## src/rtl/nibble_serial_addsub_ctrl.sv

```systemverilog
// nibble_serial_addsub_ctrl: wide add/subtract sequenced over one shared 4-bit slice
// Optional zero-result flag enabled by defining NIBBLE_ADDSUB_ZERO_FLAG_EN.
module nibble_serial_addsub_ctrl #(
  parameter int NIBBLES = 4
) (
  input  logic                 clk,
  input  logic                 rst_n,
  input  logic                 in_valid,
  output logic                 in_ready,
  input  logic [4*NIBBLES-1:0] a,
  input  logic [4*NIBBLES-1:0] b,
  input  logic                 m,
  output logic                 out_valid,
  input  logic                 out_ready,
  output logic [4*NIBBLES-1:0] result,
  output logic                 carry_out,
`ifdef NIBBLE_ADDSUB_ZERO_FLAG_EN
  output logic                 overflow,
  output logic                 zero
`else
  output logic                 overflow
`endif
);
  localparam int W  = 4 * NIBBLES;
  localparam int IW = $clog2(NIBBLES);
  typedef enum logic [1:0] {IDLE, RUN, DONE} state_t;
  state_t state_q, state_d;
  logic in_ready_q, in_ready_d;
  logic [W-1:0] a_q, a_d, b_q, b_d, result_q, result_d;
  logic m_q, m_d, carry_q, carry_d, cout_q, cout_d, ovf_q, ovf_d;
  logic [IW-1:0] idx_q, idx_d;
  logic [3:0] x, bn, y, s, lo;
  logic [1:0] hi;
  logic hit, last, c3, c4;
`ifdef NIBBLE_ADDSUB_ZERO_FLAG_EN
  logic zero_q, zero_d;
`endif
  // pick the active nibble and run it through the XOR-on-B slice, split at bit 3 to expose c3
  always_comb begin
    x = '0;
    bn = '0;
    hit = 1'b0;
    for (int n = 0; n < NIBBLES; n++) begin
      if (idx_q == IW'(n)) begin
        x = a_q[4*n +: 4];
        bn = b_q[4*n +: 4];
        hit = 1'b1;
      end
    end
    y = bn ^ {4{m_q}};
    lo = {1'b0, x[2:0]} + {1'b0, y[2:0]} + {3'b000, carry_q};
    hi = {1'b0, x[3]} + {1'b0, y[3]} + {1'b0, lo[3]};
    s = {hi[0], lo[2:0]};
  end
  assign c3 = lo[3];
  assign c4 = hi[1];
  assign last = idx_q == IW'(NIBBLES - 1);
  // next-state and datapath updates; idx wraps to 0 after the MSB nibble so it never leaves range
  always_comb begin
    state_d = state_q;
    a_d = a_q;
    b_d = b_q;
    m_d = m_q;
    carry_d = carry_q;
    idx_d = idx_q;
    result_d = result_q;
    cout_d = cout_q;
    ovf_d = ovf_q;
`ifdef NIBBLE_ADDSUB_ZERO_FLAG_EN
    zero_d = zero_q;
`endif
    case (state_q)
      IDLE: if (in_valid && in_ready_q) begin
        a_d = a;
        b_d = b;
        m_d = m;
        carry_d = m;
        idx_d = '0;
`ifdef NIBBLE_ADDSUB_ZERO_FLAG_EN
        zero_d = 1'b1;
`endif
        state_d = RUN;
      end
      RUN: if (!hit) state_d = IDLE;
      else begin
        for (int n = 0; n < NIBBLES; n++)
          if (idx_q == IW'(n)) result_d[4*n +: 4] = s;
        carry_d = c4;
        idx_d = last ? '0 : idx_q + IW'(1);
`ifdef NIBBLE_ADDSUB_ZERO_FLAG_EN
        zero_d = zero_q & (s == 4'h0);
`endif
        if (last) begin
          cout_d = c4;
          ovf_d = c3 ^ c4;
          state_d = DONE;
        end
      end
      DONE: if (out_ready) state_d = IDLE;
      default: state_d = IDLE;
    endcase
    in_ready_d = state_d == IDLE;
  end
  // registers; in_ready is registered so it stays low until the first edge after reset release
  always_ff @(posedge clk or negedge rst_n) begin
    if (!rst_n) begin
      state_q <= IDLE;
      in_ready_q <= 1'b0;
      a_q <= '0;
      b_q <= '0;
      m_q <= 1'b0;
      carry_q <= 1'b0;
      idx_q <= '0;
      result_q <= '0;
      cout_q <= 1'b0;
      ovf_q <= 1'b0;
`ifdef NIBBLE_ADDSUB_ZERO_FLAG_EN
      zero_q <= 1'b0;
`endif
    end else begin
      state_q <= state_d;
      in_ready_q <= in_ready_d;
      a_q <= a_d;
      b_q <= b_d;
      m_q <= m_d;
      carry_q <= carry_d;
      idx_q <= idx_d;
      result_q <= result_d;
      cout_q <= cout_d;
      ovf_q <= ovf_d;
`ifdef NIBBLE_ADDSUB_ZERO_FLAG_EN
      zero_q <= zero_d;
`endif
    end
  end
  assign in_ready = in_ready_q;
  assign out_valid = state_q == DONE;
  assign result = result_q;
  assign carry_out = cout_q;
  assign overflow = ovf_q;
`ifdef NIBBLE_ADDSUB_ZERO_FLAG_EN
  assign zero = zero_q;
`endif
endmodule

```

## config.mk

```make
export PLATFORM = sky130hd
export DESIGN_NAME = nibble_serial_addsub_ctrl
export DESIGN_NICKNAME = d
export VERILOG_FILES = /design/src/rtl/nibble_serial_addsub_ctrl.sv
export SDC_FILE = /design/constraint.sdc
export NUM_CORES = 1
export LEC_CHECK = 0
export ABC_AREA = 1
export BUFFER_PORTS_ARGS = -buffer_cell sky130_fd_sc_hd__buf_2
export CORE_MARGIN = 2
export CORE_UTILIZATION = 55
export CTS_CLUSTER_SIZE = 28
export DETAILED_ROUTE_END_ITERATION = 10
export GPL_ROUTABILITY_DRIVEN = 0
export PLACE_DENSITY = 0.86
export SYNTH_ARGS = -nofsm -noshare
export SYNTH_HDL_FRONTEND = slang
export SYNTH_SLANG_ARGS = --single-unit
export TNS_END_PERCENT = 20
```

## constraint.sdc

```tcl
create_clock -name clk -period 3 [get_ports clk]
set_input_delay 0.45 -clock clk [delete_from_list [all_inputs] [get_ports clk]]
set_output_delay 0.45 -clock clk [all_outputs]
set_load 0.01 [all_outputs]
```

Word-level counts from Yosys, hierarchy flattened
Cells that the tools add are included.
Storage, ports and cells
  output and inout port bits: 20
  flip-flop bits (word level): 57
  logic and storage cells: 62
  input bits: 37
Operators by class
  $add $sub $neg: 5
  reductions and logical operators: 11
  mux-type cells: 24
  bitwise operators: 2
  equality and inequality tests: 7
Operator list (count)
  $mux 4: 8
  $reduce_and 3->1: 5
  $mux 2: 7
  $eq 2x2->1 const B: 3
  $logic_not 2->1: 3
  $mux 1: 6
  $pmux 2 s3: 1
  $add 3x3->4: 1
  $add 4x1->4: 1
  $eq 2x1->1 const B: 2
  $ne 2x2->1 const B: 2
  $pmux 2 s2: 1
  $xor 4x4->4: 1
  $add 1x1->2: 1
  $add 2x1->2: 1
  $add 2x1->2 const B: 1
  $pmux 1 s2: 1
  $reduce_and 2->1: 1
  $reduce_bool 2->1: 1
  $logic_and 1x1->1: 1
  $xor 1x1->1: 1

Depth between registers and ports, before layout
  depth in word-level cells: 11
  gate-level depth with buffers: 18
  depth with buffers taken out: 17

Worst setup path before layout
Ideal clock, no wire load.
  path kind: register to register
  start: register idx_q[0]
  end: register result_q[11] (netlist: result[11])
  clock period less this slack: 2713 ps
  path slack: 287 ps
  arrival: 2586 ps
  cell stages (with the launch flop): 16
  buffers on the path: 1
  library setup time: 127 ps
  data required time: 2873 ps
  path through: dfrtp_1 > inv_1 > ha_1 > buf_2 > inv_1 > nand3_1 > nand2_1 > nand2_1 > nand2_1 > nand2_1 > fa_1 > nand3b_1 > nand2_1 > fa_1 > inv_1 > o21ai_0
On the way
  cells in the longest elaborated chain, start to end: 9
  elaborated cells between the ends (all ways): 22
  classes of those cells: add/sub (4); eq/ne (3); mux (12); bitwise (1); reduce/logical (2)
RTL lines
  start: declaration: RTL line 31  | logic [IW-1:0] idx_q, idx_d;
  start signal: assignment: RTL line 127  | idx_q <= idx_d;
  $logic_not 2->1: RTL line 44  | if (idx_q == IW'(n)) begin
  $mux 4 (4 in series): RTL line 44
  $xor 4x4->4: RTL line 50  | y = bn ^ {4{m_q}};
  $add 3x3->4: RTL line 51  | lo = {1'b0, x[2:0]} + {1'b0, y[2:0]} + {3'b000, carry_q};
  $add 4x1->4: RTL line 51
  $add 2x1->2 *: RTL line 52  | hi = {1'b0, x[3]} + {1'b0, y[3]} + {1'b0, lo[3]};
  via hi[0]: RTL line 33  | logic [1:0] hi;
  end signal: assignment: RTL line 128  | result_q <= result_d;
  end: declaration: RTL line 29  | logic [W-1:0] a_q, a_d, b_q, b_d, result_q, result_d;
Mark *: on every way through the listed nets, which the timed path passes. The rest lies on a longest branch.
A chain may end at the register's enable or synchronous reset.

Worst setup path after layout
  start: register idx_q[0]
  end: register result_q[10] (netlist: result[10])
On the way
  cells in the longest elaborated chain, start to end: 8
  elaborated cells between the ends (all ways): 20
  classes of those cells: add/sub (2); eq/ne (3); mux (12); bitwise (1); reduce/logical (2)
RTL lines (RTL line)
  $logic_not 2->1: 44
  $mux 4 (4 in series): 44
  $xor 4x4->4: 50
  $add 3x3->4: 51
  $add 4x1->4: 51
Several ways; a longest one is shown, not always the timed one.

==> results.md <==
* Run status: finished, final reports clean
* Number of standard cells after synthesis at 341
* Critical path startpoint category: flip-flop
* Post-Synth Adder-Cell Area at 6.09%
* Startpoint of the most critical register-to-register path: idx_q[0]$_DFFE_PN0P_
* Highest attainable clock frequency at 352 MHz
* Slew at the pin closest to its max-slew limit at 551 ps
* Compound-cell area share of the yosys netlist at 8.17%
* Deepest level of the CTS H-tree at 3
* Post-synthesis area per instance at 8.31 um^2
* Combinational family with the most area after synthesis: simple AND/OR/NAND/NOR gates
* ANT nets after route at 0
* First-pass GRT wire length at 10100 um
* Area of the multi-input gates at 1300 um^2
* Number of I/O pins at 57
* Seq pwr share at 31.5%
* Die Height at 75.8 um
* Worst path bufs/invs at 2
* CTS Buf Count at 9
* Proportion of synthesized area in mux cells at 0%
* Parity-gate share of the synthesized area counting xor and xnor cells at 0.309%
* Layout Cell Area excl Fill at 3470 um^2
* Crit Path Max Fanout at 8
* Most frequent CP cell: nand2_1
* Fraction of final layout cells with drive strength greater than 1 at 26.7%
* Sw Pwr at 1.85 mW
* Number of iterations in the first detailed-routing pass at 5
* Final core area utilization at 68.8%
* Port bufs at 56
* Share of the clock period used by the worst path after layout at 94.8%
* Total number of placement rows at 26
* Worst setup path start: idx_q[0]$_DFFE_PN0P_
* Total nets after synthesis at 390
* Data arrival time of the critical path at 3120 ps
* Register cell area after layout at 1430 um^2
* Antenna violations before repair at 0
* Antenna cell count at 0
* Crit end category: flip-flop
* Final critical delay including setup and external delays at 2840 ps
* CP cell instances: clkinvlp_4, ha_4, buf_4, a21oi_1, nand2_1, nand3_1, nand2_1, fa_2, fa_1, xnor2_1, nand3_1, nand2_1
* Slowest stage cell on the critical path: dfrtp_2
* Fill cell total of the finished layout at 425
* Netlist cell types at 26
* Aggregate global-route resource usage at 24.1%
* Maximum ir drop on the vdd rail at 0.597 mV
* Hold violation count in the final report at 0
* Initial core utilization at 56.2%
* Via count of the routed design at 2411
* Worst-path clk slew at 60 ps
* Worst reg2reg path endpoint: result[10]$_DFFE_PN0P_
* Slack of the critical path at 156 ps
* Final-layout worst hold slack at 89.5 ps
* Reported max-cap violation count at 0
* Depth of the worst register-to-register path at 12
* Data required time at the worst endpoint at 3280 ps
* Number of sinks driven by the clock tree at 57
* Setup tns final at 0 ps
* DRC at 0
* Flop-to-flop setup slack at 160 ps
* Post-placement cell area at 3170 um^2
* Crit-path leading delay family: adder cells
* WS Path Type: reg2reg
* Net switching share of the total power at 43.5%
* Number of hold buffers added after CTS at 0
* Root buffer cell: clkbuf_8
* Setup WS pre-CTS at 21.3 ps
* Worst clock skew at 9.48 ps
* Synthesized-area fraction occupied by and/or/nand/nor cells at 29.2%
* Latest clock arrival within the worst-skew pair at 340 ps
* Power density relative to cell area at 1230 nW/um^2
* DP HPWL at 4410 um
* Reported leakage power at 1.87 nW
* Design internal power at 2.41 mW
* Clock tree from TritonCTS: built
* Routed length per placed instance at 13.0 um
* Register area share after synthesis at 50.3%
* Maximum buffer depth of the clock tree at 2
* Clock power frac at 17.9%
* Number of global-route vias before repair at 2265
* Yosys warning total at 0
* Cell Count, Final, Fillers Out at 478
* Instance count after placement with tap cells included at 461
* Fraction of power consumed by combinational cells at 50.6%
* Initial DRC Count at 101
* Horiz. Die Dim at 75.8 um
* Final total power at 4.26 mW
* Area of the mapped netlist at 2830 um^2
* Hold crit path type: in2async
* Fin. max-slew vios at 0
* Maximum single-stage delay on the critical path at 460 ps
* Die Footprint at 5740 um^2
* Number of nets in the layout at 453
* Register bit total from synthesis at 57
* Slew HR at 63.3%
* Vias per cell at 5.04
* Routed WL at 6210 um
* Layout overhead on the synthesized area at 22.3%
* Final-report setup violation count at 0
* Area of the core region at 5040 um^2
* Maximum number of pins on one net before global-route repair at 34
* Aggregate global routing overflow at 0
[area by class of cell]
cell class,instances,area share (%)
multi-input cells,248,37.5
flip-flops and latches,57,41.2
clock buffers,13,5.16
repair buffers,65,10.0
well taps,70,2.53
clock inverters,2,1.01
inverters,23,2.60
[kinds of logic after synthesis]
logic type,Yosys count
buffers and inverters,36
DFF,57
and+or+nand+nor,195
xor gates and xnor gates,1
adders and majority gates,12
AOI/OAI and AO/OA,40
[sequential cells by signal, indices dropped and copies added, names as in the netlist, 2 cells and up]
| name | cells |
|---|---|
| idx_q | 2 |
| state_q | 2 |
| b_q | 16 |
| result | 16 |
| a_q | 16 |
[per-layer routing]
| metal | share of wire [%] | GRT usage, % | vias up |
|---|---|---|---|
| met2 | 49 | 39.3 | 62 |
| met3 | 5.0 | 7.80 | 11 |
| met1 | 44 | 30.1 | 1124 |
| met4 | 1.6 | 8.77 | 0 |
| li1 | - | - | 1214 |
| met5 | 0 | 0 | - |
[Yosys cell counts (all sizes together)]
cell type,instances,area share [%]
nand2,132,18
dfrtp,57,50
nand3,42,7.4
inv,23,3.0
o21ai,20,4.2
a21oi,17,3.0
nor2,14,2.4
buf,11,2.6
ha,9,4.0
or2,4,0.88
fa,3,2.1
clkbuf,2,0.26
a22oi,1,0.26
nand3b,1,0.26
nand4,1,0.22
nor3,1,0.18
o211ai,1,0.26
o31ai,1,0.44
xnor2,1,0.31
[timing repair]
action / in CTS / in global routing
setup buffers: 0 / 2
endpoints found under the setup margin: 0 / 11
gates resized for setup: 0 / 17
[layout by cell type (no fill, tap or decap), drive strengths merged, types with 3 or more instances in the layout]
cell | netlist | routed
dfrtp | 57 | 57
nand3 | 42 | 42
fa | 3 | 3
clkbuf | 2 | 13
inv | 23 | 22
or2 | 4 | 4
nor2 | 14 | 14
ha | 9 | 9
a21oi | 17 | 17
nand2 | 132 | 132
buf | 11 | 65
o21ai | 20 | 20
[power groups by stage]
stage / sequential (mW) / clock, mW / combinational, mW
floorplan: 1.35 / 0 / 1.38
global placement: 1.33 / 0 / 1.90
detailed placement: 1.34 / 0 / 1.95
CTS: 1.33 / 0.774 / 1.98
global route: 1.39 / 0.808 / 2.47
finish: 1.34 / 0.762 / 2.16
[worst max-delay path by stage]
stage          slack, ps                     end  cells after the start
2_1_floorplan        290  result[11]$_DFFE_PN0P_                     15
3_3_place_gp         140   result[3]$_DFFE_PN0P_                     15
3_5_place_dp          20  result[11]$_DFFE_PN0P_                     14
4_1_cts                5  result[11]$_DFFE_PN0P_                     14
5_1_grt              -30  result[10]$_DFFE_PN0P_                     12
6_report             160  result[10]$_DFFE_PN0P_                     12
(Power assumes the default switching activity.)
